### src/rtl/egg_timer_core.sv
// egg_timer_core: kitchen-timer controller with its countdown datapath.
//
// Ports:
//   clk        - system clock, all state updates on the rising edge
//   reset      - synchronous, active-high reset
//   tick       - one-cycle enable pulse (nominally 1 Hz)
//   set        - pulse: enter set mode / advance between seconds and minutes field
//   inc, dec   - pulses: step the selected field up or down (saturating)
//   run        - pulse: start / pause / resume / acknowledge the alarm
//   clear      - pulse: abort to INIT and zero the count (preset is kept)
//   count      - remaining or edited time in binary seconds
//   state_oh   - one-hot state {READY,DONE,PAUSED,RUNNING,SET_MIN,SET_SEC,INIT}
//   flash      - alarm flash, toggles on each tick while DONE, 0 elsewhere
//   done_pulse - single-cycle pulse on entry to DONE
module egg_timer_core #(
    parameter int CNT_W       = 13,
    parameter int MAX_COUNT   = 5999,
    parameter int STEP_FINE   = 1,
    parameter int STEP_COARSE = 60,
    parameter int FLASH_TICKS = 10
) (
    input  logic             clk,
    input  logic             reset,
    input  logic             tick,
    input  logic             set,
    input  logic             inc,
    input  logic             dec,
    input  logic             run,
    input  logic             clear,
    output logic [CNT_W-1:0] count,
    output logic [6:0]       state_oh,
    output logic             flash,
    output logic             done_pulse
);

    // One-hot encoding so the state register itself is the state_oh output.
    typedef enum logic [6:0] {
        INIT    = 7'b0000001,
        SET_SEC = 7'b0000010,
        SET_MIN = 7'b0000100,
        RUNNING = 7'b0001000,
        PAUSED  = 7'b0010000,
        DONE    = 7'b0100000,
        READY   = 7'b1000000
    } state_t;

    localparam int FC_W = (FLASH_TICKS > 1) ? $clog2(FLASH_TICKS + 1) : 1;
    localparam logic [FC_W-1:0]  FLASH_LAST = FC_W'(FLASH_TICKS - 1);
    localparam logic [CNT_W:0]   MAX_EXT    = (CNT_W + 1)'(MAX_COUNT);
    localparam logic [CNT_W-1:0] MAX_CNT    = CNT_W'(MAX_COUNT);

    state_t           state;
    logic [CNT_W-1:0] preset;
    logic [FC_W-1:0]  flashCnt;

    logic [CNT_W:0]   stepExt;
    logic [CNT_W:0]   sumExt;
    logic [CNT_W:0]   diffExt;
    logic [CNT_W-1:0] incVal;
    logic [CNT_W-1:0] decVal;

    assign state_oh = state;

    // Field step arithmetic in CNT_W+1 bits so overflow and borrow are visible
    // before clamping to [0, MAX_COUNT].
    always_comb begin
        stepExt = (state == SET_MIN) ? (CNT_W + 1)'(STEP_COARSE)
                                     : (CNT_W + 1)'(STEP_FINE);
        sumExt  = {1'b0, count} + stepExt;
        diffExt = {1'b0, count} - stepExt;
        incVal  = (sumExt > MAX_EXT) ? MAX_CNT : sumExt[CNT_W-1:0];
        decVal  = diffExt[CNT_W] ? '0 : diffExt[CNT_W-1:0];
    end

    always_ff @(posedge clk) begin
        done_pulse <= 1'b0;
        if (reset) begin
            state    <= INIT;
            count    <= '0;
            preset   <= '0;
            flash    <= 1'b0;
            flashCnt <= '0;
        end else if (clear) begin
            state    <= INIT;
            count    <= '0;
            flash    <= 1'b0;
            flashCnt <= '0;
        end else begin
            case (state)
                INIT: begin
                    if (set) state <= SET_SEC;
                end
                SET_SEC, SET_MIN: begin
                    // run is consumed even when the count is zero (start refused).
                    if (run) begin
                        if (count != '0) begin
                            state  <= RUNNING;
                            preset <= count;
                        end
                    end else if (set) begin
                        state <= (state == SET_SEC) ? SET_MIN : SET_SEC;
                    end else if (inc && !dec) begin
                        count <= incVal;
                    end else if (dec && !inc) begin
                        count <= decVal;
                    end
                end
                READY, PAUSED: begin
                    if (run)      state <= RUNNING;
                    else if (set) state <= SET_SEC;
                end
                RUNNING: begin
                    if (run) begin
                        state <= PAUSED;
                    end else if (tick) begin
                        if (count <= CNT_W'(1)) begin
                            count      <= '0;
                            state      <= DONE;
                            flash      <= 1'b1;
                            flashCnt   <= '0;
                            done_pulse <= 1'b1;
                        end else begin
                            count <= count - CNT_W'(1);
                        end
                    end
                end
                DONE: begin
                    if (run) begin
                        state <= READY;
                        count <= preset;
                        flash <= 1'b0;
                    end else if (set) begin
                        state <= SET_SEC;
                        count <= preset;
                        flash <= 1'b0;
                    end else if (tick) begin
                        if ((FLASH_TICKS != 0) && (flashCnt == FLASH_LAST)) begin
                            state    <= READY;
                            count    <= preset;
                            flash    <= 1'b0;
                            flashCnt <= '0;
                        end else begin
                            flash    <= ~flash;
                            flashCnt <= flashCnt + FC_W'(1);
                        end
                    end
                end
                default: begin
                    state <= INIT;
                    count <= '0;
                    flash <= 1'b0;
                end
            endcase
        end
    end

endmodule

### config.mk
export PLATFORM = sky130hd
export DESIGN_NAME = egg_timer_core
export DESIGN_NICKNAME = d
export VERILOG_FILES = /design/src/rtl/egg_timer_core.sv
export SDC_FILE = /design/constraint.sdc
export NUM_CORES = 1
export LEC_CHECK = 0
export BUFFER_PORTS_ARGS = -buffer_cell sky130_fd_sc_hd__buf_2
export CAP_MARGIN = 30
export CORE_MARGIN = 5
export CORE_UTILIZATION = 60
export DETAILED_ROUTE_END_ITERATION = 10
export HOLD_SLACK_MARGIN = 0.12
export PLACE_DENSITY = 0.81
export SLEW_MARGIN = 40
export SYNTH_ARGS = -nofsm -noshare
export SYNTH_HDL_FRONTEND = slang
export SYNTH_SLANG_ARGS = --single-unit
### constraint.sdc
create_clock -name clk -period 4.7 [get_ports clk]
set_input_delay 0.47 -clock clk [delete_from_list [all_inputs] [get_ports clk]]
set_output_delay 0.47 -clock clk [all_outputs]
set_load 0.03 [all_outputs]
# Word-level counts from Yosys, hierarchy flattened
# Index checks and enable logic that the tools add are counted.
totals:
  reg_bits: 39
  latchBits: 0
  ramBits: 0
  rom_bits: 0
  input_bits: 8
  output_inout_bits: 22
  mem_count: 0
classes:
  addsub: 4
  n_mul: 0
  div: 0
  order_cmp: 2
  n_eq_ne: 23
  shifts: 0
  mux: 46
  bitwise: 6
  n_reduce_logical: 17
op_table:
  columns: ["op", "count"]
  rows:
  - ["13-bit two-way mux", 13]
  - ["7-bit two-way mux", 12]
  - ["13-bit one-hot mux with 4 select lines", 1]
  - ["7-bit one-hot mux with 5 select lines", 1]
  - ["4-bit two-way mux", 7]
  - ["2-bit != test (second input constant)", 8]
  - ["3-bit != test (second input constant)", 5]
  - ["13-bit by 6-bit adder with 14-bit output", 1]
  - ["14-bit by 13-bit greater-than comparator with 1-bit output (second input constant)", 1]
  - ["13-bit by 6-bit subtractor with 14-bit output", 1]
  - ["13-bit by 1-bit <= comparator with 1-bit output (second input constant)", 1]
  - ["13-bit nonzero test", 1]
  - ["13-bit by 1-bit subtractor with 13-bit output (second input constant)", 1]
  - ["5-bit OR reduction", 2]
  - ["1-bit two-way mux", 8]
  - ["4-bit != test (second input constant)", 2]
  - ["4-bit one-hot mux with 2 select lines", 1]
  - ["8-bit AND reduction", 1]
  - ["7-bit by 1-bit == test with 1-bit output (second input constant)", 1]
  - ["7-bit by 2-bit == test with 1-bit output (second input constant)", 1]
  - ["7-bit by 3-bit == test with 1-bit output (second input constant)", 1]
  - ["7-bit by 4-bit == test with 1-bit output (second input constant)", 1]
  - ["7-bit by 5-bit == test with 1-bit output (second input constant)", 1]
  - ["7-bit by 6-bit == test with 1-bit output (second input constant)", 1]
  - ["16 further kinds", 25]

# Logic depth before layout (Yosys ltp)
depth:
  ltp_word: 9
  depth_mapped: 15

# Worst setup path after synthesis
# Ideal clock, no wire load.
synth_path:
  path_type: "register to register"
  startpoint: "register state[0] (netlist: state_oh[0])"
  endpoint: "register count[0]"
  setup_ns: 0.096
  arrival_time_ns: 4.181
  t_required_ns: 4.604
  path_slack_ns: 0.423
  stages_incl_launch_ff: 15
  n_path_buf: 1
  synth_period_minus_slack_ns: 4.277
  path_cell_list: "dfxtp_1 > clkbuf_1 > nor3_1 > nand2_1 > nor3b_1 > inv_1 > ha_1 > nand2b_1 > a211oi_1 > a21boi_0 > o311a_1 > or4b_4 > nor2_4 > o21ai_2 > o41ai_2"
synth_between:
  elab_chain_cells: 9
  word_cells_on_any_way: 29
  classes_between: "2 x add/sub; 1 x order compare; 14 x eq/ne; 8 x mux; 1 x bitwise; 3 x reduce/logical"
synth_rtl:
  columns: ["item", "line", "rtl"]
  rows:
  - ["from (decl)", "52", "state_t state;"]
  - ["from (signal assigned)", "101", "state <= (state == SET_SEC) ? SET_MIN : SET_SEC;"]
  - ["7-bit by 3-bit == test with 1-bit output", "67, 89", null]
  - ["6-bit two-way mux", "67", "stepExt = (state == SET_MIN) ? (CNT_W + 1)'(STEP_COARSE)"]
  - ["13-bit by 6-bit adder with 14-bit output / 13-bit by 6-bit subtractor with 14-bit output (equally long branches)", "69, 70", null]
  - ["14-bit by 13-bit greater-than comparator with 1-bit output / 13-bit two-way mux (equally long branches)", "71, 72", null]
  - ["13-bit two-way mux (on tied branches)", "71, 104", null]
  - ["13-bit two-way mux", "102", "end else if (inc && !dec) begin"]
  - ["13-bit two-way mux", "100", "end else if (set) begin"]
  - ["13-bit two-way mux", "95", "if (run) begin"]
  - ["13-bit one-hot mux with 4 select lines", "89", "case (state)"]
  - ["to (signal assigned)", "103", "count <= incVal;"]
  - ["to (signal assigned)", "105", "count <= decVal;"]
  - ["to (signal assigned)", "123", "count <= count - CNT_W'(1);"]
  - ["to (decl)", "30", "output logic [CNT_W-1:0] count,"]
# Several ways; a longest one is shown, not always the timed one. The select of a mux whose other input is x is not followed.
# A chain may end at the register's enable or synchronous reset.

# Worst setup path in the final report
# Ends and elaborated chain as after synthesis.

==> metrics.csv <==
stage;metric;value;unit
clock_network;clk_pin_slew;0.08;ns
detailed_routing;vias;3804;
timing;max_freq;234.1;MHz
power;p_leak;1.449;nW
placed_design;gp_congestion;0.9591;
setup_path;critPathArrivalTime;4.49;ns
detailed_routing;drtPass1Iterations;6;
global_route;grt_usage;27.49;%
floorplan;die_y;86.99;um
clock_network;cts_tree;built;
timing;finalSetupViolCount;0;
clock_network;clk_latency;0.30;ns
yosys;synth_seq_cells;39;
global_route;grt_overflow;0;
timing;hold_viol;0;
yosys;async_flop_share;0;%
placed_design;io_buffers;29;
setup_path;cp_max_fo;9;
timing;rsz0062_at_grt;false;
global_route;antenna_found_initial;0;
setup_path;crit_chain;nor3_2 > nand2_1 > nor3b_1 > inv_1 > ha_1 > nand2b_1 > a211oi_1 > a21boi_0 > o311a_1 > or4b_4 > nor2_4 > o21ai_2 > o41ai_2;
detailed_routing;wire_per_inst;17.92;um
timing;worst-slew-pin-transition;0.8127;ns
global_route;grt_max_degree;23;
detailed_routing;detail-route-antenna-nets;0;
floorplan;die_width;86.99;um
yosys;synth_fa_ha_area_share;5.982;%
setup_path;startpoint_type;register;
timing;setup_tns;0;ns
yosys;synthFlopType;dfxtp_1;
clock_network;cts.path.max_buffers;2;
cells_and_area;fin_nets;514;
detailed_routing;drt_wl_total;10120;um
yosys;synth_area;3556;um2
cells_and_area;layout-drive-gt1-share;13.06;%
global_route;grt_pass1_wl;16960;um
setup_path;required;4.92;ns
yosys;synth_warnings;0;
yosys;netlist_instances;479;
clock_network;cts_buffers;5;
setup_path;crit_slowest_cell;a211oi_1;
floorplan;core;5851;um2
yosys;synth_xor_area_share;3.202;%
floorplan;rows;28;
yosys;synth_edf_count;0;
run;drv_cap;0;
yosys;syn-mean-instance-area;7.424;um2
run_status;status;completed;
power;ir_drop;0.1825;mV
timing;relSlewSlack;45.74;%
floorplan;initial_core_util;60.78;%
global_route;grt_pass1_vias;3512;
timing;drv_slew;0;
power;p_per_area;187.0;nW/um2
timing;hold_ws;0.5000;ns
yosys;ys_types;81;
setup_path;critPathBufInv;1;
cells_and_area;synthToLayoutAreaGrowth;6.369;%
floorplan;io_pins;30;
cells_and_area;diodes;0;
timing;period_needed;4.271;ns
setup_path;crit_family;simple AND/OR/NAND/NOR gates;
yosys;synthMuxAreaShare;6.228;%
timing;finClkSkew;0.01104;ns
setup_path;end_kind;register;
timing;finalCritPeriodShare;90.88;%
setup_path;cpPeakStageDelay;0.57;ns
detailed_routing;drt_iter0_drc;513;
floorplan;design.die.area;7566;um2
detailed_routing;remaining_drc_errors;0;
cells_and_area;fillers;509;
yosys;yosys.area_share.simple;28.01;%
detailed_routing;vias_per_cell;6.733;
yosys;synth_top_family_by_area;simple AND/OR/NAND/NOR gates;
clock_network;cts_root_buffer;clkbuf_8;
clock_network;htreeDepth;2;
placed_design;dp_hpwl;7321;um
setup_path;worstSetupPathType;register to register;
yosys;synth-compound-area-share;27.52;%
yosys;yosysSeqAreaShare;21.96;%
hold_path;hold_path.class;register to register;
yosys;syn-num-nets;504;
clock_network;cts.sinks;39;
-- placed cells by master, fill, tap and decap left out, types with 3 or more instances in the layout --
cell,Yosys,routed
nand3b_1,5,5
a22oi_1,4,4
nand2_1,40,40
clkbuf_8,2,6
and2_1,3,3
a211oi_1,7,7
a311oi_1,4,4
mux2i_1,21,21
a21o_1,3,3
nor2_1,64,64
a31oi_1,6,6
buf_2,2,29
a221oi_1,5,5
nand3_1,7,7
buf_4,3,5
or3_1,3,3
and3_1,10,10
nor2b_1,5,5
o311ai_0,5,5
xor2_1,3,3
dfxtp_1,39,39
inv_1,19,19
ha_1,17,17
a32oi_1,3,3
nor3_1,18,17
o211ai_1,5,5
a21oi_1,31,31
o21ai_0,44,44
xnor2_1,10,10
nor4_1,3,3
nand2b_1,3,3
-- Yosys cell counts (all sizes together), types with 3 or more instances --
cell type / count / area [um2]
xnor2: 10 / 87.58
nor4: 4 / 31.28
and2: 3 / 18.77
nand2: 40 / 150.1
ha: 17 / 212.7
a311oi: 4 / 35.03
a22oi: 4 / 30.03
mux2i: 21 / 210.2
buf: 9 / 77.57
clkbuf: 22 / 103.9
o311ai: 5 / 43.79
o211ai: 6 / 58.81
a31oi: 7 / 50.05
a211oi: 7 / 52.55
nand3b: 5 / 37.54
and3: 10 / 62.56
dfxtp: 39 / 780.8
xor2: 3 / 26.28
nor2b: 5 / 31.28
inv: 19 / 71.32
nor3: 19 / 100.1
o21ai: 45 / 229.0
a32oi: 3 / 26.28
a21oi: 31 / 155.2
nand2b: 3 / 18.77
a221oi: 5 / 43.79
nor2: 65 / 251.5
nand3: 7 / 35.03
or3b: 3 / 26.28
a21o: 4 / 31.28
or3: 5 / 37.54
-- worst paths after layout --
kind	start	endpoint	slack [ns]	cells after the start
hold / removal	preset[4]	preset[4]	0.50	2
hold reg to reg	preset[4]	preset[4]	0.50	2
setup reg to reg	state_oh[0]	count[0]	0.43	13
setup / recovery	state_oh[0]	count[0]	0.43	13
-- state kept, by name, summed over array words and instances, names as in the netlist --
| register | flops |
|---|---|
| count | 13 |
| state_oh | 7 |
| flash | 1 |
| done_pulse | 1 |
| preset | 13 |
| flashCnt | 4 |
-- stage by stage --
stage / power, mW / cell area [um2] / instances / util (%) / setup slack, ns
2_1_floorplan: 0.3948 / 3556 / 479 / - / 0.4231
3_3_place_gp: 0.4130 / 3651 / 557 / 62.40 / 0.4844
3_5_place_dp: 0.4146 / 3660 / 557 / 62.55 / 0.3426
4_1_cts: 0.7086 / 3777 / 565 / 64.56 / 0.3227
5_1_grt: 0.7294 / 3782 / 565 / 64.65 / 0.06521
6_report: 0.7073 / 3782 / 565 / 64.65 / 0.4286
-- repair_timing --
action / CTS / global route
buffers inserted: 0 / 0
setup endpoints to repair: 0 / 7
resized for setup: 0 / 1
hold buffers: 0 / 0
-- area by class of cell --
| type | instances | area [um2] | area share, % |
|---|---|---|---|
| clock buffer | 6 | 82.58 | 2.183 |
| clock inverter | 2 | 35.03 | 0.9262 |
| inverter | 19 | 71.32 | 1.886 |
| multi-input combinational | 390 | 2536 | 67.05 |
| sequential | 39 | 780.7 | 20.64 |
| tap | 75 | 93.84 | 2.481 |
| timing repair buffer | 34 | 182.7 | 4.830 |
-- worst reg2reg max path, cell delays in order (launching register included) --
cell and delay [ns]:
dfxtp_1 0.40, nor3_2 0.33, nand2_1 0.12, nor3b_1 0.34, inv_1 0.22, ha_1 0.41, nand2b_1 0.25, a211oi_1 0.57
a21boi_0 0.19, o311a_1 0.19, or4b_4 0.56, nor2_4 0.20, o21ai_2 0.10, o41ai_2 0.31
-- per-layer routing --
metal / up-vias / routed length, um / track usage, %
met5: - / 0 / 0
met4: 0 / 244 / 11.76
met3: 30 / 862 / 3.406
met2: 215 / 4767 / 43.89
met1: 1776 / 4248 / 37.13
li1: 1783 / - / -
-- kinds of logic (layout without fill, tap and decap cells) --
| logic type | Yosys count | in the layout |
|---|---|---|
| buffers and inverters | 50 | 61 |
| AO/OA/AOI/OAI | 146 | 146 |
| multiplexers | 22 | 22 |
| adder cells (fa/ha/maj) | 17 | 17 |
| flip-flops | 39 | 39 |
| XOR/XNOR | 13 | 13 |
| AND/OR/NAND/NOR | 192 | 192 |
-- power by group --
group / switching, mW / total, mW / internal (mW)
logic: 0.0510 / 0.0741 / 0.0230
registers: 0.00360 / 0.336 / 0.332
clock network: 0.126 / 0.298 / 0.172
Note: power is estimated with default switching activity, not from simulation.
